<file path="config.mk">
export PLATFORM = sky130hd
export DESIGN_NAME = bit_index_serializer
export DESIGN_NICKNAME = d
export VERILOG_FILES = /design/src/rtl/bit_index_serializer.sv
export SDC_FILE = /design/constraint.sdc
export NUM_CORES = 1
export LEC_CHECK = 0
export ABC_AREA = 1
export BUFFER_PORTS_ARGS = -buffer_cell sky130_fd_sc_hd__buf_2
export CAP_MARGIN = 20
export CORE_MARGIN = 8
export CORE_UTILIZATION = 55
export DETAILED_ROUTE_END_ITERATION = 12
export GPL_TIMING_DRIVEN = 0
export PLACE_DENSITY = 0.81
export RECOVER_POWER = 50
export SYNTH_ARGS = -nofsm -noshare
export SYNTH_HDL_FRONTEND = slang
export SYNTH_SLANG_ARGS = --single-unit
</file>
<file path="constraint.sdc">
create_clock -name clk_i -period 4.9 [get_ports clk_i]
set_input_delay 0.98 -clock clk_i [delete_from_list [all_inputs] [get_ports clk_i]]
set_output_delay 0.98 -clock clk_i [all_outputs]
set_load 0.02 [all_outputs]
</file>
<file path="src/rtl/bit_index_serializer.sv">
// Bit index serializer.
// Accepts a WIDTH-bit vector over a valid/ready handshake. It then emits the
// position of each set bit as one beat, lowest bit first. The final beat of
// each vector is flagged. An all-zero vector still produces exactly one beat,
// flagged both empty and last, so the consumer always sees a terminating beat.
// Every output is decoded from registered state only.
module bit_index_serializer #(
  parameter int WIDTH = 16
) (
  input  logic                     clk_i,
  input  logic                     arst_i,
  input  logic [WIDTH-1:0]         data_i,
  input  logic                     data_val_i,
  output logic                     data_ready_o,
  output logic [$clog2(WIDTH)-1:0] index_o,
  output logic                     index_empty_o,
  output logic                     index_last_o,
  output logic                     index_val_o,
  input  logic                     index_ready_i
);

  localparam int IW = $clog2(WIDTH);

  typedef enum logic {
    IDLE = 1'b0,
    SEND = 1'b1
  } state_e;

  state_e           state_q, state_d;
  logic [WIDTH-1:0] pend_q, pend_d;
  logic             dataReady_q, dataReady_d;

  logic [IW-1:0]    lowIdx;
  logic [WIDTH-1:0] pendCleared;
  logic             pendEmpty;
  logic             pendSingle;

  // Priority-encode the lowest set bit of the pending vector. The loop scans
  // from the top down, so the last hit (the lowest bit) wins.
  always_comb begin
    lowIdx = '0;
    for (int i = WIDTH - 1; i >= 0; i--) begin
      if (pend_q[i]) begin
        lowIdx = IW'(i);
      end
    end
  end

  // x & (x-1) removes the lowest set bit. If that leaves nothing and the
  // vector was non-zero, the current bit is the final one.
  always_comb begin
    pendCleared = pend_q & (pend_q - WIDTH'(1));
    pendEmpty   = (pend_q == '0);
    pendSingle  = !pendEmpty && (pendCleared == '0);
  end

  // Next-state and output decode for the IDLE/SEND controller.
  always_comb begin
    state_d       = state_q;
    pend_d        = pend_q;
    dataReady_d   = dataReady_q;
    index_o       = '0;
    index_empty_o = 1'b0;
    index_last_o  = 1'b0;
    index_val_o   = 1'b0;

    unique case (state_q)
      IDLE: begin
        dataReady_d = 1'b1;
        if (data_val_i && dataReady_q) begin
          pend_d      = data_i;
          state_d     = SEND;
          dataReady_d = 1'b0;
        end
      end

      SEND: begin
        index_val_o = 1'b1;
        if (pendEmpty) begin
          index_empty_o = 1'b1;
          index_last_o  = 1'b1;
        end else begin
          index_o      = lowIdx;
          index_last_o = pendSingle;
        end
        if (index_ready_i) begin
          pend_d = pendCleared;
          if (pendEmpty || pendSingle) begin
            state_d     = IDLE;
            dataReady_d = 1'b1;
          end
        end
      end

      default: begin
        state_d = IDLE;
      end
    endcase
  end

  // State registers. Reset discards any partially sent vector. data_ready
  // stays low until the first edge after reset is released.
  always_ff @(posedge clk_i or posedge arst_i) begin
    if (arst_i) begin
      state_q     <= IDLE;
      pend_q      <= '0;
      dataReady_q <= 1'b0;
    end else begin
      state_q     <= state_d;
      pend_q      <= pend_d;
      dataReady_q <= dataReady_d;
    end
  end

  assign data_ready_o = dataReady_q;

endmodule

</file>
==> Word-level counts from Yosys, hierarchy flattened <==
Index checks and enable logic that the tools add are counted.
{ "classes": {"n_addsub": 1, "n_eq_ne": 3, "n_mux": 34, "n_bitwise": 2, "n_reduce_logical": 8} }
{ "op_table": {"columns": ["op", "count"], "rows": [
  ["two-way mux 4 bit", 18],
  ["zero test 16 bit", 2],
  ["two-way mux 16 bit", 2],
  ["case mux 16 bit (2 select lines)", 1],
  ["AND 16 bit", 1],
  ["subtractor 16 x 1 -> 16 bit (second input constant)", 1],
  ["two-way mux 1 bit", 11],
  ["!= test 2 bit (second input constant)", 2],
  ["case mux 1 bit (2 select lines)", 2],
  ["AND reduction 2 bit", 2],
  ["logical AND 1 bit", 2],
  ["!= test 2 x 1 -> 1 bit (second input constant)", 1],
  ["zero test 1 bit", 1],
  ["logical OR 1 bit", 1],
  ["NOT 1 bit", 1]
]} }
{ "word_totals": {"reg_bits": 18, "word_cells": 51} }

==> Logic depth before layout (Yosys ltp) <==
{ "depth": {"ltp_word": 18, "mapped_depth": 15} }

==> Worst setup path before layout <==
Ideal clock, no wire load.
{ "synth_timing": {"path_kind": "register -> output", "start": "reg pend_q[1]", "end": "out index_last_o", "arrival_ps": 1516, "t_required_ps": 3920, "path_slack_ps": 2404, "stages_incl_launch_ff": 10, "cell_sequence": "dfrtp_1 > nor2_4 > nand3_4 > nor2_4 > nand2_2 > o21ai_2 > nand2_1 > nor2_2 > nand3_1 > nor2_1"} }
{ "synth_between": {"elab_chain_len": 6, "elab_cells_between_ends": 8} }
{ "synth_lines": {"columns": ["item", "line", "text"], "rows": [
  ["start, declared", "30", "logic [WIDTH-1:0] pend_q, pend_d;"],
  ["start signal, assigned", "110", "pend_q <= pend_d;"],
  ["subtractor 16 x 1 -> 16 bit", "52", "pendCleared = pend_q & (pend_q - WIDTH'(1));"],
  ["AND 16 bit", "52", null],
  ["zero test 16 bit", "54", "pendSingle = !pendEmpty && (pendCleared == '0);"],
  ["logical AND 1 bit", "54", null],
  ["two-way mux 1 bit *", "79", "if (pendEmpty) begin"],
  ["two-way mux 1 bit *", "67", "unique case (state_q)"],
  ["end, declared", "17", "output logic index_last_o,"]
]} }
Mark *: on every way between the ends. The rest lies on a longest branch, timed or not.

==> Worst setup path after layout <==
Same ends and word-level chain as after synthesis.

==> run_results.csv <==
group,metric,value,unit
run_status,run_status,"finished clean",
detailed_routing,first_iter_violations,63,
detailed_routing,viasPerCell,5.69,
finish,drive_gt1_share,26.5,%
timing,tightestPinTransition,704,ps
detailed_routing,ant_nets,0,
cts,root_buffer,"clkbuf_4",
global_route,grt_pass1_vias,1409,
synthesis,avgSynthCellArea,7.06,µm²
finish,layout_commonest_cell,"nand2_1",
floorplanning,core_region_area,2190,µm²
timing,fin_skew,8.61,ps
floorplanning,io_pins,28,
power_and_ir_drop,ir_drop,0.429,mV
setup_path,cp-end-kind,"primary output",
synthesis,synth_nets,200,
floorplanning,start_util,58.0,%
detailed_routing,drtPass1Iterations,4,
detailed_routing,wl_per_cell,14.6,µm
setup_path,critical_path.max_fanout,4,
setup_path,reg2regPathDepth,10,
detailed_routing,vias,1359,
cts,cts_buffer_depth,2,
cts,cts_setup_buffers,0,
timing,max_slew_margin,53.0,%
finish,register_area,450,µm²
timing,fin_crit,3240,ps
timing,period_share,66.2,%
place,place_worst_setup_slack,2300,ps
synthesis,synth_cell_type_count,26,
global_route,track_usage,17.6,%
synthesis,ys_seq_area_share,35.4,%
timing,rsz0062_at_grt,"false",
run,cap_viol_max_count,0,
cts,cts_made_buffers,3,
finish,nFillCells,192,
timing,maxSlewViolCount,0,
synthesis,ys_ff_latch,18,
finish,syn_to_final_growth,15.2,%
floorplanning,die_h,64.1,µm
timing,setup_viol,0,
timing,setup_tns,0,ps
timing,setup_slack,1660,ps
setup_path,crit_path_start,"pend_q[1]",
floorplanning,rows,17,
synthesis,syn_inst,180,
cts,ctsHtreeMaxLevel,1,
power_and_ir_drop,pwr_density_cell,748,nW/µm²
cts,cts_sinks,18,
floorplanning,die-area,4110,µm²
detailed_routing,wirelength,3490,µm
setup_path,r2r_start,"pend_q[1]",
cts,path_clk_slew,100,ps
synthesis,ys.warnings.count,0,
setup_path,required,3920,ps
finish,mostFrequentLayoutCells,"nand2_1, buf_2, o21ai_0",
finish,multi_input_area,687,µm²
detailed_routing,drc,0,
floorplanning,fp.dieW,64.1,µm
power_and_ir_drop,p_leak,0.000775,µW
place,dp_hpwl,2690,µm
synthesis,syn_area,1270,µm²
hold_path,hp-class,"reg -> reg",
timing,hold_viol_final,0,
setup_path,endpoint,"index_last_o",
global_route,grt_pass1_wl,5870,µm
cts,cts_tree,"yes",
global_route,antenna_found_initial,0,
setup_path,r2r_end,"data_ready_o",
finish,diodes,0,
setup_path,path_class,"reg -> out",
global_route,grt_max_degree,19,
timing,fmax,0.308,GHz
place,gp_congestion,0.881,
cts,worstSkewPairLatency,300,ps
cts,cts_resized,0,
cts,cts_hold_buf,0,
finish,layout.nets,232,
setup_path,arrival,2260,ps
setup_path,reg2reg_slack,2940,ps
global_route,globalRouteOverflowTotal,0,
place,port_buffers,27,
setup_path,worstSetupStartpointType,"register",
[stage by stage]
step	util, %	hold slack [ps]	area, µm²	total power, µW	instances
after floorplan	-	555	1270	827	180
after global placement	65.8	524	1440	977	235
after detailed placement	65.8	536	1440	1000	235
after CTS	67.4	565	1480	1100	239
after global routing	66.8	599	1460	1190	239
final	66.8	565	1460	1100	239
[registers in the layout, indices dropped and copies added (netlist names)]
register / cells
data_ready_o: 1
pend_q: 16
state_q: 1
[cell families after synthesis]
logic type,synth area share (%)
buf+inv,9.45
flops,35.4
simple gates,33.3
compound gates,21.8
[power breakdown]
group	leakage (µW)	total (µW)	internal (µW)	switching (µW)
clock network	0.0000210	95.9	45.3	50.6
registers	0.000226	293	215	78.5
logic	0.000527	706	239	467
[cell type report]
cell class / count / area share, %
sequential: 18 / 30.8
multi-input combinational: 131 / 46.9
buffer: 7 / 2.05
inverter: 24 / 6.15
timing repair buffer: 27 / 9.23
tap: 28 / 2.39
clock buffer: 4 / 2.48
[worst min-delay path by stage]
stage          depth (start not counted)         start      endpoint
6_report                               2  data_ready_o  data_ready_o
5_1_grt                                2  data_ready_o  data_ready_o
4_1_cts                                2  data_ready_o  data_ready_o
3_5_place_dp                           2  data_ready_o  data_ready_o
3_3_place_gp                           2  data_ready_o  data_ready_o
2_1_floorplan                          2    pend_q[15]    pend_q[15]
[layer usage]
layer | share of wire [%] | up-vias | routed length, µm | global-route usage (%)
met3 | 9.3 | 12 | 325 | 4.53
met2 | 49 | 79 | 1700 | 31.5
met4 | 2.0 | 0 | 68 | 6.69
met5 | 0 | - | 0 | 0
met1 | 40 | 614 | 1390 | 19.4
li1 | - | 654 | - | -
[cells in the mapped netlist (all sizes together)]
library cell | number | area (µm²)
nand4 | 2 | 18.8
nor2 | 19 | 111
nor4 | 1 | 6.26
nor3 | 3 | 20.0
buf | 2 | 11.3
nand3b | 1 | 7.51
o21ai | 26 | 149
inv | 24 | 90.1
a21oi | 6 | 30.0
nand2 | 51 | 201
o22ai | 5 | 31.3
o211ai | 9 | 67.6
dfrtp | 18 | 450
nand3 | 8 | 57.6
clkbuf | 5 | 18.8
[critical path: stages (launching register included)]
cell	delay, ps
dfrtp_1	420
nor2_1	310
nand3_4	150
nor2_4	130
nand2_2	90
o21ai_0	240
nand2_1	90
nor2_1	170
nand3_1	100
nor2_1	90
buf_2	170
No activity file was read; power rests on OpenSTA's default activity.
